## config.mk

```make
export PLATFORM = sky130hd
export DESIGN_NAME = pipe_hazard_ctrl
export DESIGN_NICKNAME = d
export VERILOG_FILES = /design/src/rtl/pipe_hazard_ctrl.sv
export SDC_FILE = /design/constraint.sdc
export NUM_CORES = 1
export LEC_CHECK = 0
export CORE_ASPECT_RATIO = 1.5
export CORE_MARGIN = 5
export CORE_UTILIZATION = 30
export DETAILED_ROUTE_END_ITERATION = 7
export GPL_TIMING_DRIVEN = 1
export PLACE_DENSITY = 0.53
export SYNTH_ARGS = -nofsm -noshare
export SYNTH_HDL_FRONTEND = slang
export SYNTH_SLANG_ARGS = --single-unit
```

## constraint.sdc

```tcl
create_clock -name clk -period 5.1 [get_ports clk]
set_input_delay 1.02 -clock clk [delete_from_list [all_inputs] [get_ports clk]]
set_output_delay 1.02 -clock clk [all_outputs]
set_load 0.005 [all_outputs]
```

## src/rtl/pipe_hazard_ctrl.sv

```systemverilog
// Hazard controller for a 5-stage RISC-V pipeline: stage enables, bubble/flush strobes, EX forwarding selects.
// Define HAZARD_FORWARD_EN for forwarding with load-use stalls; left undefined, RAW stalls replace forwarding.
module pipe_hazard_ctrl #(
  parameter int REG_AW = 5,
  parameter int CNT_W  = 32
) (
  input  logic              clk,
  input  logic              rstn,
  input  logic              id_valid,
  input  logic [REG_AW-1:0] id_rs1,
  input  logic [REG_AW-1:0] id_rs2,
  input  logic              id_use_rs1,
  input  logic              id_use_rs2,
  input  logic [REG_AW-1:0] id_rd,
  input  logic              id_regwrite,
  input  logic              id_memread,
  input  logic              ex_redirect,
  input  logic              mem_req,
  input  logic              mem_ready,
  output logic              pc_en,
  output logic              ifid_en,
  output logic              ifid_flush,
  output logic              idex_en,
  output logic              idex_flush,
  output logic              exmem_en,
  output logic              memwb_flush,
  output logic [1:0]        fwd_a,
  output logic [1:0]        fwd_b,
  output logic [CNT_W-1:0]  stall_cnt,
  output logic [CNT_W-1:0]  flush_cnt
);

  localparam logic [REG_AW-1:0] REG_ZERO = {REG_AW{1'b0}};
  localparam logic [CNT_W-1:0]  CNT_ONE  = {{(CNT_W-1){1'b0}}, 1'b1};

  // Shadow records; MEM and WB keep only the fields something downstream reads.
  logic [REG_AW-1:0] r_ex_rd;
  logic [REG_AW-1:0] r_ex_rs1;
  logic [REG_AW-1:0] r_ex_rs2;
  logic              r_ex_we;
  logic              r_ex_mr;
  logic [REG_AW-1:0] r_mem_rd;
  logic              r_mem_we;
  logic [REG_AW-1:0] r_wb_rd;
  logic              r_wb_we;
  logic [CNT_W-1:0]  r_stall_cnt;
  logic [CNT_W-1:0]  r_flush_cnt;

  logic w_memstall;
  logic w_hazard;
  logic w_ex_hit_rs1;
  logic w_ex_hit_rs2;

  assign w_memstall   = mem_req & ~mem_ready;
  assign w_ex_hit_rs1 = r_ex_we & (r_ex_rd != REG_ZERO) & (r_ex_rd == id_rs1);
  assign w_ex_hit_rs2 = r_ex_we & (r_ex_rd != REG_ZERO) & (r_ex_rd == id_rs2);

`ifdef HAZARD_FORWARD_EN
  function automatic logic [1:0] fwd_src(
    input logic [REG_AW-1:0] rs,
    input logic              mem_we,
    input logic [REG_AW-1:0] mem_rd,
    input logic              wb_we,
    input logic [REG_AW-1:0] wb_rd
  );
    logic [1:0] sel;
    if (mem_we && (mem_rd != REG_ZERO) && (mem_rd == rs)) begin
      sel = 2'b10;
    end else if (wb_we && (wb_rd != REG_ZERO) && (wb_rd == rs)) begin
      sel = 2'b01;
    end else begin
      sel = 2'b00;
    end
    return sel;
  endfunction

  assign w_hazard = id_valid & r_ex_mr &
                    ((id_use_rs1 & w_ex_hit_rs1) | (id_use_rs2 & w_ex_hit_rs2));

  // EX operand source selection, youngest producer first.
  always_comb begin
    fwd_a = 2'b00;
    fwd_b = 2'b00;
    if (!rstn) begin
      fwd_a = 2'b00;
      fwd_b = 2'b00;
    end else begin
      fwd_a = fwd_src(r_ex_rs1, r_mem_we, r_mem_rd, r_wb_we, r_wb_rd);
      fwd_b = fwd_src(r_ex_rs2, r_mem_we, r_mem_rd, r_wb_we, r_wb_rd);
    end
  end
`else
  logic w_mem_hit_rs1;
  logic w_mem_hit_rs2;
  logic w_unused;

  assign w_mem_hit_rs1 = r_mem_we & (r_mem_rd != REG_ZERO) & (r_mem_rd == id_rs1);
  assign w_mem_hit_rs2 = r_mem_we & (r_mem_rd != REG_ZERO) & (r_mem_rd == id_rs2);
  // Without forwarding, a reader waits until its producer sits in WB.
  assign w_hazard = id_valid &
                    ((id_use_rs1 & (w_ex_hit_rs1 | w_mem_hit_rs1)) |
                     (id_use_rs2 & (w_ex_hit_rs2 | w_mem_hit_rs2)));
  assign fwd_a    = 2'b00;
  assign fwd_b    = 2'b00;
  assign w_unused = ^{r_ex_mr, r_ex_rs1, r_ex_rs2, r_wb_rd, r_wb_we};
`endif

  // Stage enables and flush strobes in priority order: reset, memory stall, redirect, hazard.
  always_comb begin
    pc_en       = 1'b1;
    ifid_en     = 1'b1;
    ifid_flush  = 1'b0;
    idex_en     = 1'b1;
    idex_flush  = 1'b0;
    exmem_en    = 1'b1;
    memwb_flush = 1'b0;
    if (!rstn) begin
      pc_en       = 1'b0;
      ifid_en     = 1'b0;
      ifid_flush  = 1'b1;
      idex_en     = 1'b0;
      idex_flush  = 1'b1;
      exmem_en    = 1'b0;
      memwb_flush = 1'b1;
    end else if (w_memstall) begin
      pc_en       = 1'b0;
      ifid_en     = 1'b0;
      idex_en     = 1'b0;
      exmem_en    = 1'b0;
      memwb_flush = 1'b1;
    end else if (ex_redirect) begin
      ifid_flush  = 1'b1;
      idex_flush  = 1'b1;
    end else if (w_hazard) begin
      pc_en       = 1'b0;
      ifid_en     = 1'b0;
      idex_flush  = 1'b1;
    end else begin
      pc_en       = 1'b1;
      ifid_en     = 1'b1;
    end
  end

  // Shadow pipeline advances with the same enables/flushes the real pipeline receives.
  always_ff @(posedge clk or negedge rstn) begin
    if (!rstn) begin
      r_ex_rd  <= REG_ZERO;
      r_ex_rs1 <= REG_ZERO;
      r_ex_rs2 <= REG_ZERO;
      r_ex_we  <= 1'b0;
      r_ex_mr  <= 1'b0;
      r_mem_rd <= REG_ZERO;
      r_mem_we <= 1'b0;
      r_wb_rd  <= REG_ZERO;
      r_wb_we  <= 1'b0;
    end else begin
      if (idex_en) begin
        if (idex_flush || !id_valid) begin
          r_ex_rd  <= REG_ZERO;
          r_ex_rs1 <= REG_ZERO;
          r_ex_rs2 <= REG_ZERO;
          r_ex_we  <= 1'b0;
          r_ex_mr  <= 1'b0;
        end else begin
          r_ex_rd  <= id_rd;
          r_ex_rs1 <= id_rs1;
          r_ex_rs2 <= id_rs2;
          r_ex_we  <= id_regwrite;
          r_ex_mr  <= id_memread;
        end
      end
      if (exmem_en) begin
        r_mem_rd <= r_ex_rd;
        r_mem_we <= r_ex_we;
      end
      if (memwb_flush) begin
        r_wb_rd <= REG_ZERO;
        r_wb_we <= 1'b0;
      end else begin
        r_wb_rd <= r_mem_rd;
        r_wb_we <= r_mem_we;
      end
    end
  end

  // Performance counters, free-running and wrapping.
  always_ff @(posedge clk or negedge rstn) begin
    if (!rstn) begin
      r_stall_cnt <= {CNT_W{1'b0}};
      r_flush_cnt <= {CNT_W{1'b0}};
    end else begin
      if (!pc_en) begin
        r_stall_cnt <= r_stall_cnt + CNT_ONE;
      end
      if (ex_redirect && !w_memstall) begin
        r_flush_cnt <= r_flush_cnt + CNT_ONE;
      end
    end
  end

  assign stall_cnt = r_stall_cnt;
  assign flush_cnt = r_flush_cnt;

endmodule

```

==> flow_summary.json <==
{
  "wirelength_um": 9440,
  "ys_seq_area_share_pct": 49.9,
  "num_io_pins": 100,
  "use_met2_pct": 22.4,
  "dieArea_mm2": 0.0151,
  "peakVddDrop_mv": 0.224,
  "max-cap-violations": 0,
  "avgSynthCellArea_um2": 11.3,
  "antenna_found_initial": 0,
  "hold_ws_ns": 0.469,
  "antenna_left": 0,
  "maxSlewViolCount": 0,
  "powerDensity_mw_per_mm2": 336,
  "htreeDepth": 3,
  "core_area_mm2": 0.0124,
  "grt-busiest-layer": "met2",
  "multiInputGateArea_mm2": 0.00181,
  "timing.slew.headroom_pct": 58.5,
  "worst_pin_slew_ns": 0.620,
  "cp_max_fo": 2,
  "grt_usage_pct": 12.9,
  "post_drt_wl_per_cell_um": 16.0,
  "regArea_mm2": 0.00190,
  "place_hpwl_um": 6890,
  "place.gp.congestion": 0.797,
  "root_buffer": "clkbuf_16",
  "first_pass_iters": 4,
  "die_w_um": 102,
  "required_ns": 4.08,
  "clock_skew_ns": 0.00687,
  "grt-ovfl-total": 0,
  "holdBufCountCts": 0,
  "hold_viol": 0,
  "ctsResizeCount": 0,
  "clock_latency_ns": 0.33,
  "synth_area_mm2": 0.00381,
  "syn_inst": 336,
  "yosysUniqueCellTypes": 37,
  "vias": 2914,
  "initial_utilization_pct": 30.6,
  "cts.path.max_buffers": 2,
  "grt_max_degree": 46,
  "num_rows": 50,
  "leakage_nw": 2.16,
  "yosys_warnings": 0,
  "arrival_ns": 3.26,
  "area_growth_pct": 36.7,
  "io_buffers": 94,
  "rsz0062_at_grt": "no",
  "avgViaCountPerCell": 4.93,
  "min_period_over_period_pct": 83.9,
  "numClockSinks": 76,
  "fp.dieH_um": 148,
  "post-route-min-period_ns": 4.28,
  "grt_pass1_wl_um": 15300,
  "tritoncts": "yes",
  "ys_seq_elements": 76,
  "grt_pass1_vias": 2945,
  "fillCellCount": 1218,
  "insertedDiodeCount": 0,
  "path_class": "input port to output pin",
  "final_layout_size_suffix_gt1_share_pct": 9.43,
  "setup_viol": 0,
  "drtIter0Drc": 82,
  "met1_usage_pct": 14.9,
  "cts_made_buffers": 9,
  "clkTransAtPathRegs_ns": 0.06,
  "postCtsSetupBuffers": 0,
  "min_path_type": "register to register",
  "worstSetupEndpointType": "output pin",
  "met3_usage_pct": 2.69,
  "fin_setup_tns_ns": 0,
  "status": "finished clean",
  "start_kind": "input port",
  "drc": 0,
  "nets": 457,
  "max_freq_ghz": 0.234
}
-- state kept, by name, summed over array words and instances, names as in the netlist --
signal and cells:
flush_cnt 32, stall_cnt 32, r_ex_rd 5, r_mem_rd 5, r_ex_we 1, r_mem_we 1
-- cell usage after synthesis --
cell / n / area (um^2)
and2_2: 2 / 15.0
conb_1: 1 / 3.75
inv_1: 5 / 18.8
ha_1: 2 / 25.0
o32ai_2: 1 / 16.3
o21ai_0: 8 / 40.0
buf_4: 7 / 52.6
nand3_2: 1 / 10.0
or2_2: 1 / 6.26
nor2_1: 16 / 60.1
a32oi_1: 2 / 17.5
o2111ai_1: 13 / 114
a31o_2: 1 / 8.76
dfrtp_1: 76 / 1900
and4_2: 1 / 10.0
and4_1: 4 / 35.0
xor2_1: 23 / 201
nor4_1: 6 / 37.5
nand3_1: 16 / 80.1
xnor2_1: 59 / 517
and2_1: 7 / 43.8
nand2_1: 15 / 56.3
a22o_1: 6 / 52.6
mux2_2: 8 / 90.1
nor4b_4: 2 / 47.6
nand4_1: 9 / 56.3
nand2b_1: 3 / 18.8
clkbuf_1: 7 / 26.3
o22ai_1: 1 / 6.26
or4_4: 1 / 11.3
nor3_2: 1 / 10.0
and3_2: 2 / 15.0
or4_1: 2 / 15.0
buf_6: 2 / 22.5
clkbuf_2: 1 / 5.00
o211ai_1: 11 / 82.6
and3_1: 13 / 81.3
-- routing by layer --
| metal | part of all wire (%) | wire length (um) | up-vias |
|---|---|---|---|
| met2 | 54 | 5050 | 72 |
| met1 | 40 | 3780 | 1448 |
| met4 | 2.2 | 204 | 0 |
| met3 | 4.3 | 402 | 13 |
| met5 | 0 | 0 | - |
| li1 | - | - | 1381 |
-- per-stage QoR --
step	setup slack, ns	instance area (um^2)	utilization [%]	instances	power [mW]
after detailed placement	0.773	4880	39.2	575	1.07
after CTS	0.753	5210	41.8	591	1.78
final	0.823	5210	41.8	591	1.75
after global routing	0.702	5210	41.8	591	1.84
after global placement	0.874	4880	39.2	575	1.07
after floorplan	1.81	3820	-	339	0.884
-- cell type report --
cell class                 count  share of cell area [%]
timing repair buffer          97                    18.4
clock inverter                 6                    1.68
inverter                       5                   0.360
clock buffer                  10                    4.59
tap                          156                    3.75
multi-input combinational    241                    34.7
sequential                    76                    36.5
-- critical path: stages --
cell and delay [ns]:
clkdlybuf4s50_1 0.45, xor2_1 0.17, nor4_1 0.37, a32oi_1 0.24, o22ai_1 0.31, a31o_2 0.20
clkdlybuf4s50_1 0.49
-- logic make-up (layout without fill, tap and decap cells) --
| family | count (synthesis) | in the layout | synth area share, % |
|---|---|---|---|
| and+or+nand+nor | 102 | 102 | 16.0 |
| xor gates and xnor gates | 82 | 82 | 18.8 |
| DFF | 76 | 76 | 49.9 |
| AOI/OAI and AO/OA | 43 | 43 | 8.86 |
| buffers and inverters | 22 | 118 | 3.28 |
| muxes | 8 | 8 | 2.36 |
| adders and majority gates | 2 | 2 | 0.656 |
| other | 1 | 4 | 0.0984 |
-- cells in the final DEF (no fill, tap or decap), types with 2 or more instances in the layout --
cell type,netlist,final
and3_1,13,13
nor4_1,6,6
buf_4,7,4
nand2_1,15,15
dfrtp_1,76,76
a22o_1,6,6
conb_1,1,4
and3_2,2,2
and2_1,7,7
ha_1,2,2
a32oi_1,2,2
clkinvlp_4,0,3
clkdlybuf4s50_1,0,93
nor2_1,16,16
o2111ai_1,13,13
and2_2,2,2
nor4b_4,2,2
nand3_1,16,16
clkbuf_16,0,9
and4_1,4,4
o21ai_0,8,8
mux2_2,8,8
o211ai_1,11,11
nand2b_1,3,3
bufinv_16,0,2
or4_1,2,2
nand4_1,9,9
inv_1,5,5
xnor2_1,59,59
xor2_1,23,23
-- report_power, final --
group / switching [mW] / internal [mW] / leakage (nW)
clock network: 0.254 / 0.441 / 0.151
logic: 0.136 / 0.185 / 0.989
registers: 0.0721 / 0.663 / 1.02
-- final timing paths --
kind / slack (ns) / cells past startpoint / end / start
worst min-delay path: 0.47 / 1 / flush_cnt[31] / flush_cnt[31]
worst max register to register: 2.70 / 7 / stall_cnt[17] / r_ex_rd[4]
worst min register to register: 0.47 / 1 / flush_cnt[31] / flush_cnt[31]
max in group asynchronous: 3.52 / 2 / r_mem_rd[0] / rstn
worst max-delay path: 0.82 / 7 / idex_flush / id_rs1[4]
min in group asynchronous: 0.65 / 1 / r_mem_rd[4] / rstn
Note: power is estimated with default switching activity, not from simulation.
